$ cat src/rtl/uart_pkg.sv
// Shared UART constants: data width and default receive-FIFO sizing.
package uart_pkg;

    localparam int unsigned DATA_W               = 8;
    localparam int unsigned FIFO_DEPTH_DEFAULT   = 16;
    localparam int unsigned TIMEOUT_BITS_DEFAULT = 40;

    typedef logic [DATA_W-1:0] uart_byte_t;

endpackage

$ cat src/rtl/uart_rx_fifo_mem.sv
// Receive FIFO storage: DEPTH x DATA_W register array.
// Ports:
//   i_clk   - clock
//   i_we    - write enable
//   i_waddr - write address
//   i_wdata - write data
//   i_raddr - read address
//   o_rdata - read data (asynchronous)
// Contents are intentionally not reset.
module uart_rx_fifo_mem
    import uart_pkg::*;
#(
    parameter int unsigned DEPTH = FIFO_DEPTH_DEFAULT,
    parameter int unsigned AW    = $clog2(DEPTH)
) (
    input  logic              i_clk,
    input  logic              i_we,
    input  logic [AW-1:0]     i_waddr,
    input  logic [DATA_W-1:0] i_wdata,
    input  logic [AW-1:0]     i_raddr,
    output logic [DATA_W-1:0] o_rdata
);

    logic [DATA_W-1:0] r_mem [DEPTH];

    // Synchronous write port
    always_ff @(posedge i_clk) begin
        if (i_we) begin
            r_mem[i_waddr] <= i_wdata;
        end
    end

    // Asynchronous read port
    assign o_rdata = r_mem[i_raddr];

endmodule

$ cat src/rtl/uart_rx_fifo.sv
// UART receive buffer: first-word-fall-through FIFO with sticky overrun and
// character-timeout flags plus a registered interrupt request.
// Ports:
//   iCLK, iRESET          - clock, async active-high reset
//   iRX_DATA, iRX_DATA_EN - received byte and its one-cycle valid pulse
//   iRX_STOP              - one pulse per idle bit period
//   iRD_EN                - pop head entry
//   iFLUSH                - discard all entries
//   iTHRESHOLD            - level interrupt threshold (0 disables)
//   iOVR_CLR, iTO_CLR     - clear sticky flags
//   oRD_DATA              - head entry, 0 when empty
//   oEMPTY, oFULL, oCOUNT - fill status
//   oOVERRUN, oTIMEOUT    - sticky flags
//   oIRQ                  - registered OR of level, overrun, timeout
module uart_rx_fifo
    import uart_pkg::*;
#(
    parameter int unsigned DEPTH        = FIFO_DEPTH_DEFAULT,
    parameter int unsigned AW           = $clog2(DEPTH),
    parameter int unsigned TIMEOUT_BITS = TIMEOUT_BITS_DEFAULT
) (
    input  logic              iCLK,
    input  logic              iRESET,
    input  logic [DATA_W-1:0] iRX_DATA,
    input  logic              iRX_DATA_EN,
    input  logic              iRX_STOP,
    input  logic              iRD_EN,
    input  logic              iFLUSH,
    input  logic [AW:0]       iTHRESHOLD,
    input  logic              iOVR_CLR,
    input  logic              iTO_CLR,
    output logic [DATA_W-1:0] oRD_DATA,
    output logic              oEMPTY,
    output logic              oFULL,
    output logic [AW:0]       oCOUNT,
    output logic              oOVERRUN,
    output logic              oTIMEOUT,
    output logic              oIRQ
);

    localparam int unsigned CW       = $clog2(TIMEOUT_BITS + 1);
    localparam logic [AW:0] FULL_CNT = (AW+1)'(DEPTH);
    localparam logic [CW-1:0] TO_MAX = CW'(TIMEOUT_BITS);

    logic [AW-1:0]     r_wr_ptr;
    logic [AW-1:0]     r_rd_ptr;
    logic [AW:0]       r_count;
    logic              r_empty;
    logic              r_full;
    logic              r_overrun;
    logic              r_timeout;
    logic [CW-1:0]     r_to_cnt;
    logic              r_to_fired;
    logic              r_irq;

    logic              w_wr_acc;
    logic              w_rd_acc;
    logic              w_ovr_set;
    logic [AW:0]       w_count_nxt;
    logic              w_to_cnt_clr;
    logic              w_to_sat;
    logic              w_to_set;
    logic              w_level;
    logic [DATA_W-1:0] w_mem_rdata;

    // Accept/drop decisions; flush overrides everything in its cycle
    always_comb begin
        w_wr_acc     = iRX_DATA_EN && !iFLUSH && (!r_full || iRD_EN);
        w_rd_acc     = iRD_EN && !iFLUSH && !r_empty;
        w_ovr_set    = iRX_DATA_EN && !iFLUSH && r_full && !iRD_EN;
        w_count_nxt  = iFLUSH ? '0
                     : r_count + (AW+1)'(w_wr_acc) - (AW+1)'(w_rd_acc);
        w_to_cnt_clr = w_wr_acc || w_rd_acc || iFLUSH || r_empty;
        w_to_sat     = (r_to_cnt == TO_MAX);
        // Fire only once per idle episode; r_to_fired re-arms when counter clears
        w_to_set     = w_to_sat && !r_to_fired;
        w_level      = (iTHRESHOLD != '0) && (r_count >= iTHRESHOLD);
    end

    uart_rx_fifo_mem #(
        .DEPTH (DEPTH),
        .AW    (AW)
    ) u_mem (
        .i_clk   (iCLK),
        .i_we    (w_wr_acc),
        .i_waddr (r_wr_ptr),
        .i_wdata (iRX_DATA),
        .i_raddr (r_rd_ptr),
        .o_rdata (w_mem_rdata)
    );

    // Pointers and fill status
    always_ff @(posedge iCLK or posedge iRESET) begin
        if (iRESET) begin
            r_wr_ptr <= '0;
            r_rd_ptr <= '0;
            r_count  <= '0;
            r_empty  <= 1'b1;
            r_full   <= 1'b0;
        end else begin
            if (iFLUSH) begin
                r_wr_ptr <= '0;
                r_rd_ptr <= '0;
            end else begin
                if (w_wr_acc) r_wr_ptr <= r_wr_ptr + AW'(1);
                if (w_rd_acc) r_rd_ptr <= r_rd_ptr + AW'(1);
            end
            r_count <= w_count_nxt;
            r_empty <= (w_count_nxt == '0);
            r_full  <= (w_count_nxt == FULL_CNT);
        end
    end

    // Character-timeout counter, saturating
    always_ff @(posedge iCLK or posedge iRESET) begin
        if (iRESET) begin
            r_to_cnt   <= '0;
            r_to_fired <= 1'b0;
        end else if (w_to_cnt_clr) begin
            r_to_cnt   <= '0;
            r_to_fired <= 1'b0;
        end else begin
            if (w_to_set) r_to_fired <= 1'b1;
            if (iRX_STOP && !w_to_sat) r_to_cnt <= r_to_cnt + CW'(1);
        end
    end

    // Sticky flags (set wins over clear) and interrupt
    always_ff @(posedge iCLK or posedge iRESET) begin
        if (iRESET) begin
            r_overrun <= 1'b0;
            r_timeout <= 1'b0;
            r_irq     <= 1'b0;
        end else begin
            if (w_ovr_set)     r_overrun <= 1'b1;
            else if (iOVR_CLR) r_overrun <= 1'b0;

            if (w_to_set)                   r_timeout <= 1'b1;
            else if (iTO_CLR || w_rd_acc)   r_timeout <= 1'b0;

            r_irq <= w_level || r_overrun || r_timeout;
        end
    end

    assign oRD_DATA = r_empty ? '0 : w_mem_rdata;
    assign oEMPTY   = r_empty;
    assign oFULL    = r_full;
    assign oCOUNT   = r_count;
    assign oOVERRUN = r_overrun;
    assign oTIMEOUT = r_timeout;
    assign oIRQ     = r_irq;

endmodule

$ cat config.mk
export PLATFORM = sky130hd
export DESIGN_NAME = uart_rx_fifo
export DESIGN_NICKNAME = d
export VERILOG_FILES = /design/src/rtl/uart_pkg.sv /design/src/rtl/uart_rx_fifo_mem.sv /design/src/rtl/uart_rx_fifo.sv
export SDC_FILE = /design/constraint.sdc
export NUM_CORES = 1
export LEC_CHECK = 0
export ABC_AREA = 1
export ABC_CLOCK_PERIOD_IN_PS = 2500
export BUFFER_PORTS_ARGS = -buffer_cell sky130_fd_sc_hd__buf_2
export CORE_MARGIN = 3
export CORE_UTILIZATION = 55
export CTS_BUF_LIST = sky130_fd_sc_hd__clkbuf_8
export CTS_CLUSTER_DIAMETER = 80
export CTS_CLUSTER_SIZE = 12
export DETAILED_ROUTE_END_ITERATION = 8
export PLACE_DENSITY = 0.73
export SYNTH_ARGS = -nofsm -noshare
export SYNTH_HDL_FRONTEND = slang
export SYNTH_SLANG_ARGS = --single-unit
$ cat constraint.sdc
create_clock -name iCLK -period 2.5 [get_ports iCLK]
set_input_delay 0.5 -clock iCLK [delete_from_list [all_inputs] [get_ports iCLK]]
set_output_delay 0.5 -clock iCLK [all_outputs]
set_load 0.02 [all_outputs]
==> results_dict.tcl <==
set metrics [dict create \
    pwr-share-comb_pct 27.5 \
    drive_gt1_share_pct 16.94 \
    drt_iter0_drc 506 \
    switching_power_uw 2143 \
    ir_worst_vdd_v 0.0005959 \
    hp-start "iOVR_CLR" \
    grt_pass1_vias 4948 \
    core_mm2 0.01221 \
    skew_ns 0.01513 \
    cts_tree "yes" \
    slew_violations 0 \
    cts_buffers 17 \
    hp-class "input port to flip-flop" \
    worstPathArrival_ns 1.98 \
    startpoint_type "flip-flop" \
    crit_path_end_kind "output port" \
    ioPinCount 39 \
    async_flop_share_pct 16.34 \
    yosys.cell_types.count 28 \
    grt_max_degree 57 \
    viasPerCell 5.325 \
    timing.rr.end "oFULL" \
    place_congestion 0.8322 \
    yosys_register_bits 153 \
    netlist_area_mm2 0.007012 \
    synth-main-ff-cell "edfxtp_1" \
    avgSynthCellArea_um2 9.918 \
    reg2reg_depth 14 \
    path_max_fanout 24 \
    grt_overflow 0 \
    r2r_start "oEMPTY" \
    clk_pin_slew_ns 0.08 \
    max_freq_mhz 403.1 \
    wirelength_um 15650 \
    layout_commonest_cell "nand2_1" \
    io_buffers 38 \
    hold_path_depth 2 \
    hpwl_um 9677 \
    whs_ns 0.2250 \
    clk_latency_ns 0.45 \
    drv_cap 0 \
    clock_path_buffers 2 \
    wl_per_cell_um 16.42 \
    clkPwrFrac_pct 28.4 \
    p_leak_uw 0.003573 \
    fin_ws_ns 0.01895 \
    htreeDepth 4 \
    synth_edf_count 128 \
    rows 40 \
    synth_nets 747 \
    cts.sinks 153 \
    path_class "flip-flop to output port" \
    yosysWarnings 0 \
    p_per_area_mw_per_mm2 817.2 \
    cts_root_buf "clkbuf_8" \
    final_antenna_net_count 0 \
    period_minus_slack_ns 2.481 \
    initial_core_util_pct 57.42 \
    setup_viol 0 \
    p_seq_share_pct 44.1 \
    die_h_um 118.9 \
    p_int_uw 4536 \
    nets 812 \
    status "finished, final reports clean" \
    syn_to_final_growth_pct 16.56 \
    hold_viol_final 0 \
    r2r_setup_slack_ns 0.28 \
    switching_share_pct 32.08 \
    syn_inst 707 \
    grt_use_total_pct 22.08 \
    layout_common_cells "227 x nand2_1, 128 x edfxtp_1, 103 x inv_1" \
    antenna_cells 0 \
    worstMarginPinSlew_ns 0.9136 \
    firstDrtPassIters 5 \
    rsz0062_at_grt "yes" \
    min_to "oOVERRUN" \
    grt_pass1_wl_um 24430 \
    die-area_mm2 0.01414 \
    cp.required_ns 2.00 \
    antenna_found_initial 0 \
    fp.dieW_um 118.9 \
    pre_cts_ws_ns 0.1439 \
    slew_headroom_pct 39.03 \
    drc 0 \
    nFillCells 966 \
    fin_crit_sh_pct 99.24 \
    vias 5075 \
    ys_seq_area_share_pct 63.76 \
]
## power by group through the flow
| stage | Sequential [uW] | Combinational [uW] | Clock, uW |
|---|---|---|---|
| 5_1_grt | 2960 | 2030 | 2040 |
| 3_3_place_gp | 3010 | 1450 | 0 |
| 4_1_cts | 2960 | 1580 | 1930 |
| 3_5_place_dp | 3010 | 1510 | 0 |
| 2_1_floorplan | 3030 | 1050 | 0 |
| 6_report | 2940 | 1840 | 1900 |
## synth_stat cells, types with 2 or more instances
library cell    n  area (um2)
nand2_1       227       852.1
edfxtp_1      128        3844
inv_1         103       386.6
nand3_1        96       480.5
nor2_1         35       131.4
dfrtp_1        24       600.6
ha_1           18       225.2
a21oi_1        17       85.08
buf_2          13       65.06
o21ai_0        10       50.05
buf_6           6       67.56
buf_4           5       37.54
inv_2           3       11.26
nand4_1         3       18.77
nor3_1          3       15.01
clkbuf_1        2       7.510
o21ai_1         2       10.01
xor2_1          2       17.52
## cells by family (layout without fill, tap and decap cells)
logic type | count (synthesis) | count (layout) | share of synthesized area, %
AND/OR/NAND/NOR | 365 | 365 | 21.50
flip-flops | 153 | 153 | 63.76
buffers and inverters | 134 | 212 | 8.351
AO/OA/AOI/OAI | 33 | 33 | 2.516
adder cells (fa/ha/maj) | 19 | 19 | 3.498
XOR/XNOR | 3 | 3 | 0.3748
## cell type report
type                            count  area (um2)  share of cell area, %
Clock inverter                     15       176.4                  2.159
Multi-Input combinational cell    420        2073                  25.37
Sequential cell                   153        4477                  54.78
Timing Repair Buffer               73       595.6                  7.287
Tap cell                          168       210.2                  2.572
Inverter                          107       406.6                  4.976
Clock buffer                       17       234.0                  2.863
## worst max path at each step
| stage | slack (ns) | cells past startpoint | startpoint | end |
|---|---|---|---|---|
| after global routing | -0.08 | 9 | r_rd_ptr[0] | oRD_DATA[2] |
| after floorplan | 0.28 | 15 | iFLUSH | oFULL |
| after CTS | 0.007 | 8 | r_rd_ptr[0] | oRD_DATA[6] |
| final | 0.02 | 9 | r_rd_ptr[0] | oRD_DATA[2] |
| after detailed placement | 0.14 | 15 | iFLUSH | oFULL |
| after global placement | 0.20 | 15 | iFLUSH | oFULL |
## flip-flops by register name, summed over array words and instances (netlist names)
name / cells
u_mem.r_mem: 128
r_to_cnt: 6
oCOUNT: 5
r_rd_ptr: 4
r_wr_ptr: 4
oEMPTY: 1
oFULL: 1
oIRQ: 1
oOVERRUN: 1
oTIMEOUT: 1
r_to_fired: 1
## through the flow
| step | std cells | area (um2) | utilization (%) | TNS [ns] | total power, uW |
|---|---|---|---|---|---|
| 2_1_floorplan | 707 | 7012 | - | 0 | 4080 |
| 3_3_place_gp | 913 | 7472 | 61.19 | 0 | 4459 |
| 3_5_place_dp | 913 | 7472 | 61.19 | 0 | 4521 |
| 4_1_cts | 947 | 7948 | 65.08 | 0 | 6475 |
| 5_1_grt | 953 | 8173 | 66.93 | -0.2927 | 7020 |
| 6_report | 953 | 8173 | 66.93 | 0 | 6679 |
## repair_timing
item | CTS | global route
endpoints found under the setup margin | 6 | 10
setup buffers | 1 | 3
gates resized for setup | 8 | 36
pin swaps | 0 | 11
cloned | 1 | 3
hold buffers | 0 | 0
## critical path: stages (launching register included)
cell and delay, ns:
dfrtp_2 0.45, clkinv_4 0.12, buf_12 0.18, nand2_1 0.07, nand2_1 0.09, nand2_1 0.07
nand3_1 0.11, nand3_2 0.10, a21oi_4 0.20, buf_6 0.14
## metal layers
metal  vias up  track usage [%]  routed length (um)
li1       2426                -                   -
met1      2409            28.02                6397
met2       208            37.26                7959
met3        32            4.226                 993
met4         0            9.341                 296
met5         -                0                   0
(Power assumes the default switching activity.)
